==> config.mk <==
export PLATFORM = sky130hd
export DESIGN_NAME = uop_commit_merger
export DESIGN_NICKNAME = d
export VERILOG_FILES = /design/src/rtl/uop_commit_merger_pkg.sv /design/src/rtl/uop_commit_merger_count_decode.sv /design/src/rtl/uop_commit_merger.sv
export SDC_FILE = /design/constraint.sdc
export NUM_CORES = 1
export LEC_CHECK = 0
export CORE_MARGIN = 3
export CORE_UTILIZATION = 54
export CTS_BUF_LIST = sky130_fd_sc_hd__clkbuf_4 sky130_fd_sc_hd__clkbuf_8
export CTS_CLUSTER_DIAMETER = 120
export CTS_CLUSTER_SIZE = 30
export DETAILED_ROUTE_END_ITERATION = 16
export PLACE_DENSITY = 0.93
export SLEW_MARGIN = 20
export SYNTH_ARGS = -nofsm -noshare
export SYNTH_HDL_FRONTEND = slang
export SYNTH_HIERARCHICAL = 1
export SYNTH_SLANG_ARGS = --single-unit
==> constraint.sdc <==
create_clock -name clk -period 3 [get_ports clk]
set_input_delay 0.6 -clock clk [delete_from_list [all_inputs] [get_ports clk]]
set_output_delay 0.6 -clock clk [all_outputs]
set_load 0.05 [all_outputs]
==> src/rtl/uop_commit_merger_pkg.sv <==
// Shared instruction/architecture definitions used by the retire-side micro-op merger
// and the count decoder that it shares with the cracker.
package uop_commit_merger_pkg;

    localparam int PC_WIDTH    = 32;
    localparam int INSTR_WIDTH = 32;

    // Primary opcodes (instr[31:26])
    localparam logic [5:0] OP_X_FORM = 6'd31;
    localparam logic [5:0] OP_LWZU   = 6'd33;
    localparam logic [5:0] OP_LBZU   = 6'd35;
    localparam logic [5:0] OP_STWU   = 6'd37;
    localparam logic [5:0] OP_STBU   = 6'd39;
    localparam logic [5:0] OP_LHZU   = 6'd41;
    localparam logic [5:0] OP_LHAU   = 6'd43;
    localparam logic [5:0] OP_STHU   = 6'd45;
    localparam logic [5:0] OP_LMW    = 6'd46;
    localparam logic [5:0] OP_STMW   = 6'd47;
    localparam logic [5:0] OP_DS_LD  = 6'd58;
    localparam logic [5:0] OP_DS_ST  = 6'd62;

    // DS-form sub-opcode (instr[1:0]) selecting the update variant
    localparam logic [1:0] DSXO_UPDATE = 2'd1;

    // X-form extended opcodes (instr[10:1]) of the indexed update forms
    localparam logic [9:0] XO_LDUX  = 10'd53;
    localparam logic [9:0] XO_LWZUX = 10'd55;
    localparam logic [9:0] XO_LBZUX = 10'd119;
    localparam logic [9:0] XO_STDUX = 10'd181;
    localparam logic [9:0] XO_STWUX = 10'd183;
    localparam logic [9:0] XO_STBUX = 10'd247;
    localparam logic [9:0] XO_LHZUX = 10'd311;
    localparam logic [9:0] XO_LWAUX = 10'd373;
    localparam logic [9:0] XO_LHAUX = 10'd375;
    localparam logic [9:0] XO_STHUX = 10'd439;

    localparam logic [5:0] UOPS_ONE    = 6'd1;
    localparam logic [5:0] UOPS_UPDATE = 6'd2;
    localparam logic [5:0] UOPS_MAX    = 6'd32;

    // Load/store-multiple transfers registers RT..31, so the count is 32-RT
    function automatic logic [5:0] multipleCount(input logic [4:0] rt);
        return UOPS_MAX - {1'b0, rt};
    endfunction

endpackage

==> src/rtl/uop_commit_merger_count_decode.sv <==
// Combinational expected-micro-op-count decoder, shared with the cracker's stall logic
// so both ends of the pipe agree on how many micro-ops an instruction becomes.
module uop_count_decode
    import uop_commit_merger_pkg::*;
(
    input  logic [INSTR_WIDTH-1:0] i_instr,
    output logic [5:0]             o_expCount
);

    logic [5:0] w_opcd;
    logic [4:0] w_rt;
    logic [9:0] w_xo;
    logic [1:0] w_dsXo;
    logic       w_unused;

    assign w_opcd   = i_instr[31:26];
    assign w_rt     = i_instr[25:21];
    assign w_xo     = i_instr[10:1];
    assign w_dsXo   = i_instr[1:0];
    assign w_unused = ^i_instr[20:11];

    always_comb begin
        o_expCount = UOPS_ONE;
        case (w_opcd)
            OP_LWZU, OP_LBZU, OP_STWU, OP_STBU,
            OP_LHZU, OP_LHAU, OP_STHU:   o_expCount = UOPS_UPDATE;
            OP_LMW, OP_STMW:             o_expCount = multipleCount(w_rt);
            OP_DS_LD, OP_DS_ST: begin
                if (w_dsXo == DSXO_UPDATE) o_expCount = UOPS_UPDATE;
            end
            OP_X_FORM: begin
                case (w_xo)
                    XO_LDUX, XO_LWZUX, XO_LBZUX, XO_STDUX, XO_STWUX,
                    XO_STBUX, XO_LHZUX, XO_LWAUX, XO_LHAUX, XO_STHUX:
                        o_expCount = UOPS_UPDATE;
                    default: o_expCount = UOPS_ONE;
                endcase
            end
            default: o_expCount = UOPS_ONE;
        endcase
    end

endmodule

==> src/rtl/uop_commit_merger.sv <==
// Retire-side regrouping of cracked micro-ops: one architectural commit per original
// instruction, with micro-op count and fault status; stale micro-ops are dropped.
module uop_commit_merger
    import uop_commit_merger_pkg::*;
(
    input  logic                   clk,
    input  logic                   rst_n,
    input  logic                   i_uopValid,
    input  logic [PC_WIDTH-1:0]    i_uopPc,
    input  logic [INSTR_WIDTH-1:0] i_uopInstr,
    input  logic                   i_uopFault,
    input  logic                   i_flush,
    output logic                   o_commitValid,
    output logic [PC_WIDTH-1:0]    o_commitPc,
    output logic [INSTR_WIDTH-1:0] o_commitInstr,
    output logic [5:0]             o_commitUops,
    output logic                   o_commitFault,
    output logic                   o_partial,
    output logic                   o_seqErr
);

    localparam logic [1:0] ST_IDLE  = 2'd0;
    localparam logic [1:0] ST_GROUP = 2'd1;
    localparam logic [1:0] ST_DRAIN = 2'd2;

    typedef enum logic [1:0] {
        IDLE  = ST_IDLE,
        GROUP = ST_GROUP,
        DRAIN = ST_DRAIN
    } state_t;

    state_t                 r_state;
    logic [PC_WIDTH-1:0]    r_grpPc;
    logic [INSTR_WIDTH-1:0] r_grpInstr;
    logic [5:0]             r_cnt;
    logic [5:0]             r_rem;

    logic                   r_commitValid;
    logic [PC_WIDTH-1:0]    r_commitPc;
    logic [INSTR_WIDTH-1:0] r_commitInstr;
    logic [5:0]             r_commitUops;
    logic                   r_commitFault;
    logic                   r_partial;
    logic                   r_seqErr;

    state_t                 w_nextState;
    logic [PC_WIDTH-1:0]    w_nextGrpPc;
    logic [INSTR_WIDTH-1:0] w_nextGrpInstr;
    logic [5:0]             w_nextCnt;
    logic [5:0]             w_nextRem;
    logic                   w_fire;
    logic [PC_WIDTH-1:0]    w_firePc;
    logic [INSTR_WIDTH-1:0] w_fireInstr;
    logic [5:0]             w_fireUops;
    logic                   w_fireFault;
    logic                   w_seqSet;

    logic [5:0]             w_expCount;
    logic [5:0]             w_cntInc;
    logic [5:0]             w_remDec;
    logic                   w_pcMatch;
    logic                   w_freshUop;

    uop_count_decode u_countDecode (
        .i_instr    (i_uopInstr),
        .o_expCount (w_expCount)
    );

    assign w_cntInc   = r_cnt + 6'd1;
    assign w_remDec   = r_rem - 6'd1;
    assign w_pcMatch  = (i_uopPc == r_grpPc);
    // A uop with a foreign PC while draining starts a new instruction just like in IDLE
    assign w_freshUop = (r_state == IDLE) || ((r_state == DRAIN) && !w_pcMatch);

    always_ff @(posedge clk or negedge rst_n) begin
        if (!rst_n) begin
            r_state    <= IDLE;
            r_grpPc    <= '0;
            r_grpInstr <= '0;
            r_cnt      <= '0;
            r_rem      <= '0;
        end else begin
            r_state    <= w_nextState;
            r_grpPc    <= w_nextGrpPc;
            r_grpInstr <= w_nextGrpInstr;
            r_cnt      <= w_nextCnt;
            r_rem      <= w_nextRem;
        end
    end

    always_comb begin
        w_nextState    = r_state;
        w_nextGrpPc    = r_grpPc;
        w_nextGrpInstr = r_grpInstr;
        w_nextCnt      = r_cnt;
        w_nextRem      = r_rem;
        w_fire         = 1'b0;
        w_firePc       = r_grpPc;
        w_fireInstr    = r_grpInstr;
        w_fireUops     = r_cnt;
        w_fireFault    = 1'b0;
        w_seqSet       = 1'b0;

        if (i_flush) begin
            w_nextState = IDLE;
        end else if (i_uopValid) begin
            if (w_freshUop) begin
                w_nextGrpPc    = i_uopPc;
                w_nextGrpInstr = i_uopInstr;
                if ((w_expCount == UOPS_ONE) || i_uopFault) begin
                    w_fire      = 1'b1;
                    w_firePc    = i_uopPc;
                    w_fireInstr = i_uopInstr;
                    w_fireUops  = UOPS_ONE;
                    w_fireFault = i_uopFault;
                    w_nextState = (i_uopFault && (w_expCount != UOPS_ONE)) ? DRAIN : IDLE;
                end else begin
                    w_nextCnt   = UOPS_ONE;
                    w_nextRem   = w_expCount - 6'd1;
                    w_nextState = GROUP;
                end
            end else if (r_state == GROUP) begin
                if (w_pcMatch) begin
                    w_nextCnt = w_cntInc;
                    w_nextRem = w_remDec;
                    if (i_uopFault) begin
                        w_fire      = 1'b1;
                        w_fireUops  = w_cntInc;
                        w_fireFault = 1'b1;
                        w_nextState = (w_remDec != 6'd0) ? DRAIN : IDLE;
                    end else if (w_remDec == 6'd0) begin
                        w_fire      = 1'b1;
                        w_fireUops  = w_cntInc;
                        w_nextState = IDLE;
                    end
                end else begin
                    // PC jumped mid-group: close the group as faulted and drop the intruder
                    w_fire      = 1'b1;
                    w_fireUops  = r_cnt;
                    w_fireFault = 1'b1;
                    w_seqSet    = 1'b1;
                    w_nextState = IDLE;
                end
            end
        end
    end

    always_ff @(posedge clk or negedge rst_n) begin
        if (!rst_n) begin
            r_commitValid <= 1'b0;
            r_commitPc    <= '0;
            r_commitInstr <= '0;
            r_commitUops  <= '0;
            r_commitFault <= 1'b0;
            r_partial     <= 1'b0;
            r_seqErr      <= 1'b0;
        end else begin
            r_commitValid <= w_fire;
            if (w_fire) begin
                r_commitPc    <= w_firePc;
                r_commitInstr <= w_fireInstr;
                r_commitUops  <= w_fireUops;
                r_commitFault <= w_fireFault;
            end
            r_partial <= (w_nextState == GROUP);
            r_seqErr  <= r_seqErr | w_seqSet;
        end
    end

    assign o_commitValid = r_commitValid;
    assign o_commitPc    = r_commitPc;
    assign o_commitInstr = r_commitInstr;
    assign o_commitUops  = r_commitUops;
    assign o_commitFault = r_commitFault;
    assign o_partial     = r_partial;
    assign o_seqErr      = r_seqErr;

endmodule

* After elaboration in Yosys (flattened, before gate mapping)
Cells that the tools add are included.
W data, S select, Z words.
** Cells by class
- Add/sub/neg operators :: 4
- Multipliers :: 0
- Div/mod/pow operators :: 0
- $lt $le $gt $ge :: 0
- Equal/unequal tests :: 30
- Shift operators :: 0
- Muxes and demuxes :: 57
- Bitwise operators :: 2
- Reductions and logical operators :: 16
** Operators with widths (count)
- $mux W32 :: 8
- $mux W6 :: 16
- $eq A6 B6 Y1 const B :: 11
- $eq A10 B9 Y1 const B :: 4
- $eq A32 B32 Y1 :: 1
- $eq A10 B8 Y1 const B :: 3
- $mux W2 :: 12
- $pmux W6 S4 :: 1
- $eq A10 B6 Y1 const B :: 2
- $mux W1 :: 20
- $sub A6 B1 Y6 const B :: 2
- $eq A10 B7 Y1 const B :: 1
- $reduce_or A10 Y1 :: 1
- $reduce_or A7 Y1 :: 1
- $add A6 B1 Y6 const B :: 1
- $eq A2 B1 Y1 const B :: 3
- $eq A6 B1 Y1 const B :: 1
- $eq A6 B5 Y1 const B :: 1
- $logic_not A6 Y1 :: 1
- $ne A6 B1 Y1 const B :: 1
- $reduce_bool A6 Y1 :: 1
- $sub A6 B5 Y6 const A :: 1
- $reduce_and A5 Y1 :: 1
- $reduce_bool A2 Y1 :: 2
- other kinds (10) :: 13
** Storage, ports and cells
- Flip-flop bits (word level) :: 152
- Bits in latches :: 0
- RAM bits :: 0
- Bits in read-only memories :: 0
- Input bits :: 69
- Output and inout port bits :: 74
- Word-level logic and storage cells :: 121
- Memories kept :: 0

* Longest topological paths before layout
- Depth after elaboration :: 12
- Depth in mapped cells :: 15
- Mapped depth without buffers :: 14

* Modules after synthesis
Netlist, hierarchy kept.
** By module, submodules not included
- uop_commit_merger :: instances 1, cells each 625, area an instance 7200.7 um^2
- uop_count_decode :: instances 1, cells each 34, area an instance 247.7 um^2

* Least setup slack after synthesis
No wires, ideal clock.
- Path type :: input-to-reg
- Start :: input i_uopInstr[21]
- End :: register r_commitPc[5], in the netlist o_commitPc[5]
- Setup time :: 0.077 ns
- Arrival :: 2.785 ns
- Required time :: 2.923 ns
- Setup slack :: 0.138 ns
- Stages :: 15
- Path buffers :: 3
- Path through :: inv_1 ha_1 nand3b_1 mux2i_1 a211o_1 inv_1 ha_1 a21oi_1 or2_1 a311oi_2 buf_4 buf_4 buf_2 nand2_1 o21ai_1
** On the way
- Word-level cells in the longest chain between the ends :: 8
- Elaborated cells between the ends (all ways) :: 12
- Classes of those cells :: add/sub (1); eq/ne (1); mux (9); reduce/logical (1)
** Ends and longest elaborated chain
- from (decl) :: RTL line uop_commit_merger.sv:10 : input logic [INSTR_WIDTH-1:0] i_uopInstr,
- $sub A6 B5 Y6 (*) :: RTL line uop_commit_merger_pkg.sv:43 : return UOPS_MAX - {1'b0, rt};
- $pmux W6 S4 (*) :: RTL line uop_commit_merger_count_decode.sv:24 : case (w_opcd)
- named net w_expCount[1] :: RTL line uop_commit_merger.sv:58 : logic [5:0] w_expCount;
- $eq A6 B1 Y1 (*) :: RTL line uop_commit_merger.sv:110 : if ((w_expCount == UOPS_ONE) || i_uopFault) begin
- $logic_or A1 B1 Y1 (*) :: RTL line uop_commit_merger.sv:110
- $mux W32 / $mux W1 (equally long branches) :: RTL line uop_commit_merger.sv:110
- $mux W32 / $mux W1 (equally long branches) :: RTL line uop_commit_merger.sv:107 : if (w_freshUop) begin
- $mux W32 / $mux W1 (equally long branches) :: RTL line uop_commit_merger.sv:106 : end else if (i_uopValid) begin
- $mux W32 / $mux W1 (equally long branches) :: RTL line uop_commit_merger.sv:104 : if (i_flush) begin
- to (signal assigned) :: RTL line uop_commit_merger.sv:160 : r_commitPc <= w_firePc;
- to (decl) :: RTL line uop_commit_merger.sv:39 : logic [PC_WIDTH-1:0] r_commitPc;
Mark *: on every way through the listed nets, which the timed path passes. The rest lies on a longest branch.
A chain may end at the register's enable or synchronous reset.

* Worst setup path after layout
- Start :: input i_uopInstr[7]
- End :: register r_commitInstr[14], in the netlist o_commitInstr[14]
** On the way
- Word-level cells in the longest chain between the ends :: 10
- Elaborated cells between the ends (all ways) :: 23
- Classes of those cells :: eq/ne (11); mux (10); reduce/logical (2)
** Ends and longest elaborated chain
- $eq A10 B6 Y1, or another cell as far along :: RTL line uop_commit_merger_count_decode.sv:32 : case (w_xo)
- $reduce_or A10 Y1 (*) :: RTL line uop_commit_merger_count_decode.sv:32
- $mux W2 (*) :: RTL line uop_commit_merger_count_decode.sv:32
- $pmux W6 S4 (*) :: RTL line uop_commit_merger_count_decode.sv:24
- named net w_expCount[1] :: RTL line uop_commit_merger.sv:58
- $eq A6 B1 Y1 (*) :: RTL line uop_commit_merger.sv:110
- $logic_or A1 B1 Y1 (*) :: RTL line uop_commit_merger.sv:110
- $mux W32 / $mux W1 (equally long branches) :: RTL line uop_commit_merger.sv:110
- $mux W32 / $mux W1 (equally long branches) :: RTL line uop_commit_merger.sv:107
- $mux W32 / $mux W1 (equally long branches) :: RTL line uop_commit_merger.sv:106
- $mux W32 / $mux W1 (equally long branches) :: RTL line uop_commit_merger.sv:104
- to (signal assigned) :: RTL line uop_commit_merger.sv:161 : r_commitInstr <= w_fireInstr;
- to (decl) :: RTL line uop_commit_merger.sv:40 : logic [INSTR_WIDTH-1:0] r_commitInstr;
Marks and branches as above.

==> impl_metrics.toml <==
[run_status]
run_status = "finished with violations"
violations = "setup timing"

[clock_tree]
cts_root_buf = "clkbuf_8"
clk_latency_ps = 470
cts_tree = "done"
cts_inserted_buffers = 17
cts.clk_slew.worst_paths_ps = 90
h-tree-depth = 4
cts_hold_buf = 0
max-clock-path-buffers = 2
cts.sinks = 152
cts_setup_buffers = 0

[yosys]
synth-xor-area-share_pct = 5.06
syn_inst = 659
synth_top_family_by_area = "multiplexers"
syn_nets = 734
netlist_top_cells_count = "152 x dfrtp_1, 83 x nand2_1, 69 x mux2i_1"
synthAdderAreaFrac_pct = 1.01
yosys.area.top_type_share_pct = 51.1
synthMuxAreaShare_pct = 19.3
synth.most_common_cell = "dfrtp_1"
synth-simple-area-share_pct = 10.5
synth_compound_area_share_pct = 10.3
synth.distinct_cells = 60
yosys_register_bits = 152
yosys_most_used_dff = "dfrtp_1"
syn_area_per_cell_um2 = 11.3
yosysTopAreaCell = "dfrtp_1"
async_reset_ff_share_pct = 100
yosysWarningCount = 6
synth_edf_count = 0
yosysSeqAreaShare_pct = 51.1
synth_area_leaders = "dfrtp_1 51%, mux2_2 9.7%, mux2i_1 9.3%, nand2_1 4.2%, xnor2_1 4.1%"
synthesis.area_um2 = 7450

[placed_design]
dp_worst_setup_slack_ps = -451
hpwl_mm = 12.9
io_buffers = 142
dpl-instance-area_um2 = 9510
gp_congestion = 0.845

[sta]
fin_ws_ps = -24.1
finalSetupViolCount = 3
finalCritPeriodShare_pct = 101
relSlewSlack_pct = 52.1
final_hold_viol_count = 0
final_max_slew_viol_count = 0
fmax_mhz = 331
worst_slew_pin_slew_ps = 718
post-route-min-period_ps = 3020
clock_skew_ps = 15.3

[pwr]
p_total_uw = 6760
p_per_area_nw_per_um2 = 670
ir_drop_mv = 0.433
p_leak_uw = 0.00414

[cells_and_area]
drive_gt1_share_pct = 21.2
nets = 925
area_delta_synth_final_pct = 35.5
final_cell_area_um2 = 10100
final_core_util_pct = 75.6
antenna_cells = 0

[critical_path]
reg2reg_from = "r_rem[0]$_DFFE_PN0P_"
ff2ff_setup_slack_ps = 140
start_kind = "input pin"
worstSetupPathType = "input pin to flip-flop"
crit_start = "i_uopInstr[7]"
crit_path_end_kind = "flip-flop"
worstPathArrival_ps = 3370
cp.required_ps = 3340
critical_path.max_fanout = 11

[global_routing]
grt_pass1_vias = 6083
antenna_found_initial = 0
gr-usage-all-layers_pct = 25.4
gr-total-overflow = 0
grt_start_max_net_pins = 76
grt_pass1_wl_mm = 30.2

[floorplanning]
ios = 143
die_w_um = 123
die_h_um = 123
num_rows = 42
core-area_um2 = 13300
initial_core_util_pct = 55.8
dieArea_um2 = 15200

[detailed_routing]
wl_per_cell_um = 19.1
drt_wl_total_mm = 19.9
drtAntennaViolNets = 0
dr.pass1.iters = 5
viasPerCell = 5.77
drc = 0
vias = 5991
drt-initial-drc-count = 499

[min_path]
hold_class = "input pin to asynchronous set/reset pin"

[flow_run]
drv_cap = 0
placed cells by master (no fill, tap or decap), types with 4 or more instances in the layout:
| cell type | instances |
|---|---|
| dfrtp_1 | 152 |
| clkdlybuf4s50_1 | 133 |
| nand2_1 | 82 |
| mux2i_1 | 69 |
| mux2_2 | 64 |
| o21ai_0 | 58 |
| buf_4 | 49 |
| xnor2_1 | 35 |
| nor2_1 | 22 |
| o21ai_1 | 19 |
| clkbuf_8 | 17 |
| inv_1 | 10 |
| nand4_1 | 10 |
| a21oi_1 | 9 |
| xor2_1 | 8 |
| dlymetal6s2s_1 | 8 |
| buf_12 | 8 |
| nand3_1 | 7 |
| nor3_1 | 6 |
| bufinv_16 | 6 |
| a31oi_1 | 5 |
| ha_1 | 5 |
| and2_1 | 4 |
| buf_6 | 4 |
area by class of cell:
| type | count | area, µm² |
|---|---|---|
| Clock buffer | 17 | 234 |
| Fill cell | 824 | 3250 |
| Clock inverter | 15 | 249 |
| Multi-Input combinational cell | 464 | 3510 |
| Sequential cell | 152 | 3800 |
| Inverter | 12 | 45.0 |
| Tap cell | 176 | 220 |
| Timing Repair Buffer | 203 | 2030 |
per-layer routing:
metal / vias to the layer above / track usage (%) / part of all wire [%]
met5: - / 0 / 0
met4: 0 / 9.07 / 2.8
met3: 42 / 6.45 / 5.9
met2: 213 / 40.8 / 50
met1: 3008 / 33.5 / 41
li1: 2728 / - / -
state kept, by name (all words and copies together), names as in the netlist:
register,count
o_commitInstr,32
o_commitPc,32
r_grpInstr,32
r_grpPc,32
o_commitUops,6
r_cnt,6
r_rem,6
r_state,2
o_commitFault,1
o_commitValid,1
o_partial,1
o_seqErr,1
cells by family (layout without fill, tap and decap cells):
group	Yosys count	after routing
buffers and inverters	43	247
XOR/XNOR	43	43
adder cells (fa/ha/maj)	6	6
AO/OA/AOI/OAI	123	123
flip-flops	152	152
multiplexers	135	135
AND/OR/NAND/NOR	157	157
through the flow:
step	hold WS, ps	TNS, ps	cells
floorplan	304	0	659
global placement	463	-23370	1005
detailed placement	483	-31270	1005
CTS	167	0	1037
global route	190	-1830	1039
finish	144	-33.4	1039
repair_timing:
item / CTS / global route
resized for setup: 1 / 21
setup endpoints to repair: 1 / 80
pin swaps: 0 / 8
cloned: 0 / 2
worst max-delay path: stages:
cell,delay [ps]
clkdlybuf4s50_1,520
and3_1,220
nor4_4,70
a211o_1,330
inv_2,70
ha_2,200
a21oi_2,90
or2_1,300
a311oi_4,390
buf_6,210
buf_6,150
nand2_1,60
o21ai_0,150
where the power goes:
part | switching, µW | internal (µW) | total (µW)
clock | 832 | 1080 | 1910
sequential | 298 | 2410 | 2710
combinational | 1280 | 857 | 2140
path summary, 6_finish.rpt:
path                       cells past startpoint                            end
max                                           13  o_commitInstr[14]$_DFFE_PN0P_
min                                            1     r_grpInstr[16]$_DFFE_PN0P_
max reg2reg                                    8  o_commitInstr[14]$_DFFE_PN0P_
min reg2reg                                    1             o_seqErr$_DFF_PN0_
max in group asynchronous                      2      r_grpInstr[3]$_DFFE_PN0P_
min in group clk                               1             o_seqErr$_DFF_PN0_
Power figures use the tool's default switching activity.
==> patch 1: new RTL, same flow settings <==
The package constant `PC_WIDTH` goes from 32 to 64.
--- a/src/rtl/uop_commit_merger_pkg.sv
+++ b/src/rtl/uop_commit_merger_pkg.sv
@@ -2,7 +2,7 @@
 // and the count decoder that it shares with the cracker.
 package uop_commit_merger_pkg;
 
-    localparam int PC_WIDTH    = 32;
+    localparam int PC_WIDTH    = 64;
     localparam int INSTR_WIDTH = 32;
 
     // Primary opcodes (instr[31:26])
Ports: changed (resized i_uopPc and o_commitPc); port bits go from 143 to 207. The function was not compared with the original's and may differ.
==> patch 1 against the original RTL <==
Sequential cell count up 64; wire length up 41%; clock power down 34%; sequential share of layout area up 1.2 points; critical path depth down 1; register-to-register slack better by 0.02 ns; design area up 38%; power up 30%; fmax up 2.2%; worst setup slack better by 0.066 ns; area after synthesis up 40%; sequential power up 45%; first-iteration DRC count down 5.8%; final cell count up 41%; highest routed layer is now met5.
==> patch 1: results (changes against the original RTL) <==
* Gr ovfl total at 0 (unchanged)
* Clock Root Buffer: clkbuf_8
* Layout Nets at 1312 (+42%)
* Synth cell types at 52 (-13%)
* Worst Setup End Kind: flop
* Most common flop cell mapped by yosys: dfrtp_1
* TritonCTS Buffers at 11 (-6)
* Initial antenna violation count at 2 (+2)
* Worst-skew pair later-pin latency at 0.52 ns (+0.05 ns)
* Hold_ws at 0.03511 ns (-0.1091 ns)
* First-pass GRT wire length at 42.63 mm (+41%)
* Commonest cells post-synth: dfrtp_1 (216), nand2_1 (121), mux2i_1 (99)
* Total number of vias at 8183 (+37%)
* DP Area at 13520 um^2 (+42%)
* CTS max path bufs at 3 (+1)
* Status: complete, no violations
* Htree depth at 1 (-3)
* Clock-pin transition on the worst setup and hold timing paths at 0.18 ns (+0.09 ns)
* PortBufs at 206 (+45%)
* Clock Skew at 0.06338 ns (+0.04808 ns)
* # resized after CTS at 2 (+1)
* Setup crit start: i_uopPc[7]
* Vias in the first global route at 8405 (+38%)
* Tot GR Track Use at 25.50% (+0.11 points)
* Placed Cells at 1444 (+44%)
* Final Instance Count excl. Fillers at 1466 (+41%)
* R2r worst-path depth at 10 (+2)
* Syn Area/Cell at 11.37 um^2 (+0.57%)
* Average wire per standard cell at 19.13 um (about the same)
* HP Class: primary input to async pin
* Arrival time at the worst endpoint at 3.37 ns (about the same)
* Slew margin rel. at 57.81% (+5.7 points)
* 1st-iter DRT viols at 470 (-5.8%)
* Register area share after synthesis at 51.91% (+0.84 points)
* RR Startpoint: r_grpPc[6]
* Detailed-router iteration count before antenna repair at 5 (unchanged)
* Synth area leaders: dfrtp_1 (52%), mux2_2 (10%), mux2i_1 (9.5%), xnor2_1 (5.6%), o21ai_0 (4.7%)
* CTS Hold Bufs at 0 (unchanged)
* Min Tclk post-route at 2.958 ns (-0.06570 ns)
* Async S/R FF share, synth at 100.0% (unchanged)
* Gpl congestion at 0.8800 (+4.2%)
* Pin count of the biggest net entering global routing at 81 (+6.6%)
* Reg2reg end: o_commitPc[46]
* Share of post-route cells with drive strength above 1 at 21.10% (-0.11 points)
* Dpl ws at -0.5758 ns (-0.1249 ns)
* Largest fanout on the critical path at 17 (+6)
* Post-DP HPWL at 20.70 mm (+61%)
* Max VDD drop at 0.5403 mV (+25%)
* Syn nets at 1023 (+39%)
* LEAKAGE at 6.427 nW (+55%)
* Number of synthesis warnings at 6 (unchanged)
* Postcts setup bufs at 0 (unchanged)
* R2R Setup Slk at 0.16 ns (+0.02 ns)
[patch 1: how the worst min path moves through the flow]
stage | from | endpoint | slack [ns] | cells past startpoint
floorplan | rst_n | o_commitFault | 0.30 | 0
global placement | o_commitInstr[8] | o_commitInstr[8] | 0.46 | 2
detailed placement | o_commitPc[8] | o_commitPc[8] | 0.47 | 2
CTS | rst_n | r_grpPc[23] | 0.07 | 1
global route | rst_n | o_commitPc[37] | 0.06 | 1
finish | rst_n | o_commitPc[38] | 0.04 | 1
[patch 1: layout make-up]
cell class                 instances  area (um^2)
tap                              260        325.3
multi-input combinational        634         4726
inverter                          17        63.81
fill                            1186         4917
sequential                       216         5405
clock inverter                     1        30.03
clock buffer                      11        151.4
timing repair buffer             325         3207
antenna                            2        5.005
[patch 1: power breakdown]
group | internal [mW] | switching (mW) | total (mW)
logic | 1.45 | 2.17 | 3.62
clock network | 0.358 | 0.911 | 1.27
registers | 3.49 | 0.439 | 3.93
[patch 1: worst max-delay path: stages]
cell and delay, ns:
clkdlybuf4s50_1 0.50, xnor2_1 0.13, buf_4 0.15, nand4_1 0.11, nor4_1 0.32, buf_4 0.19
nand4_1 0.17, o211ai_1 0.43, buf_6 0.23, buf_12 0.19, mux2i_1 0.25, o21ai_1 0.10
[patch 1: kinds of logic (layout without fill, tap and decap cells)]
family,Yosys count,count (layout),synth area share [%]
flip-flops,216,216,51.91
adder cells (fa/ha/maj),6,6,0.7210
AND/OR/NAND/NOR,203,203,9.024
XOR/XNOR,74,74,6.224
AO/OA/AOI/OAI,155,155,8.412
multiplexers,196,196,20.01
other,0,2,0
buffers and inverters,66,354,3.701
[patch 1: layer usage]
layer	GRT usage [%]	wire length, um
met1	31.20	10890
met2	44.49	13790
met3	6.540	2393
met4	7.806	956
met5	0	13
==> patch 2: new RTL, same flow settings <==
Without the edit above. Reset style: synchronous (`rst_n`), changed in 2 clocked blocks.
--- a/src/rtl/uop_commit_merger.sv
+++ b/src/rtl/uop_commit_merger.sv
@@ -72,7 +72,7 @@
     // A uop with a foreign PC while draining starts a new instruction just like in IDLE
     assign w_freshUop = (r_state == IDLE) || ((r_state == DRAIN) && !w_pcMatch);
 
-    always_ff @(posedge clk or negedge rst_n) begin
+    always_ff @(posedge clk) begin
         if (!rst_n) begin
             r_state    <= IDLE;
             r_grpPc    <= '0;
@@ -145,7 +145,7 @@
         end
     end
 
-    always_ff @(posedge clk or negedge rst_n) begin
+    always_ff @(posedge clk) begin
         if (!rst_n) begin
             r_commitValid <= 1'b0;
             r_commitPc    <= '0;
Formal check against the unedited RTL: differs if rst_n is asserted again (counterexample within 4 cycles, from zero or initial values and one cycle with rst_n low); with rst_n held inactive, the same outputs for 4 cycles.
==> patch 2 against the original RTL <==
The flow still finishes with violations (negative setup slack); wire length up 26%; die area down 2.9%; area after synthesis down 3.1%; worst setup slack better by 0.0094 ns; sequential cell count unchanged; critical endpoint is now o_commitInstr[7]; design area down 1.1%; final cell count up 24%.
Power is not compared: it rests on default switching activity, and its combinational part moved more than twofold at a synthesized area within 25%.
==> patch 2: results (changes against the original RTL) <==
* 1st-iter DRT viols at 1207 (+140%)
* Status: finished with violations
* Commonest cells post-synth: nand2_1 (271), dfxtp_1 (152), a21oi_1 (80)
* Final WS setup at -0.01475 ns (+0.009398 ns)
* Post-Syn Instances at 920 (+40%)
* Worst Tran Pin Value at 0.5498 ns (-0.1685 ns)
* Layout Nets at 1183 (+28%)
* Failing checks: negative setup slack
* Setup Viol. Count Final at 2 (-1)
* Async S/R FF share, synth at 0% (-100 points)
* Vias in the first global route at 7862 (+29%)
* Tot GR Track Use at 33.22% (+7.8 points)
* CP top delay family: buffers and inverters
* Gpl congestion at 0.9779 (+16%)
* R2r worst-path depth at 9 (+1)
* RR Startpoint: r_rem[0]
* First-pass GRT wire length at 39.33 mm (+30%)
* # fillers at 788 (-4.4%)
* Setup TNS at -0.02873 ns (+0.004672 ns)
* Register area share after synthesis at 42.15% (-8.9 points)
* R2R Setup Slk at 0.17 ns (+0.03 ns)
* Pin count of the biggest net entering global routing at 48 (-37%)
* Share of post-route cells with drive strength above 1 at 13.76% (-7.4 points)
* HP Class: flop to flop
* Layout area overhead at 38.30%
* Average wire per standard cell at 19.35 um (+1.1%)
-- patch 2: cell count changes in the layout (fill, tap and decap cells not counted), sizes merged, moves of 66 or more --
cell and delta:
a21oi +69, mux2i -68, dfrtp -152, dfxtp +152, nand2 +188, nor3 +66
-- patch 2: worst min-delay path: cells and delay by family (launching register included) --
family           cells  cell delay [ns]
flip-flops           1             0.31
AND/OR/NAND/NOR      1             0.05
AO/OA/AOI/OAI        1             0.05
-- patch 2: worst max-delay path by stage --
stage,startpoint,to,slack [ns]
finish,i_uopInstr[9],o_commitInstr[7],-0.01
detailed placement,i_uopInstr[30],r_rem[1],-0.38
global route,i_uopInstr[22],r_rem[5],-0.04
CTS,i_uopInstr[30],r_rem[5],0.07
floorplan,i_uopInstr[4],r_rem[4],0.10
global placement,i_uopInstr[29],r_rem[1],-0.24
-- patch 2: per-layer routing --
metal | wire length, um | vias up | GRT usage [%]
met1 | 9694 | 3719 | 43.25
met3 | 2535 | 148 | 8.032
met4 | 1231 | 0 | 16.04
met2 | 11520 | 601 | 51.92
li1 | - | 3652 | -
met5 | 0 | - | 0
-- patch 2: kinds of logic after synthesis --
group	Yosys count	share of synthesized area, %
DFF	152	42.15
and+or+nand+nor	418	25.75
xor gates and xnor gates	41	4.974
buffers and inverters	89	5.216
muxes	2	0.2946
AOI/OAI and AO/OA	212	20.57
adders and majority gates	6	1.040
-- patch 2: layout make-up --
type                       count  area share (%)
multi-input combinational    679           38.66
sequential                   152           30.48
timing repair buffer         244           23.66
clock buffer                  22           2.782
tap                          172           2.155
clock inverter                 8           1.717
inverter                      14          0.5514
-- patch 2: timing repair --
item	4_1_cts	5_1_grt
setup buffers	0	1
setup endpoints to repair	1	5
gates resized for setup	1	6
pin swaps	0	2
hold buffers	0	0
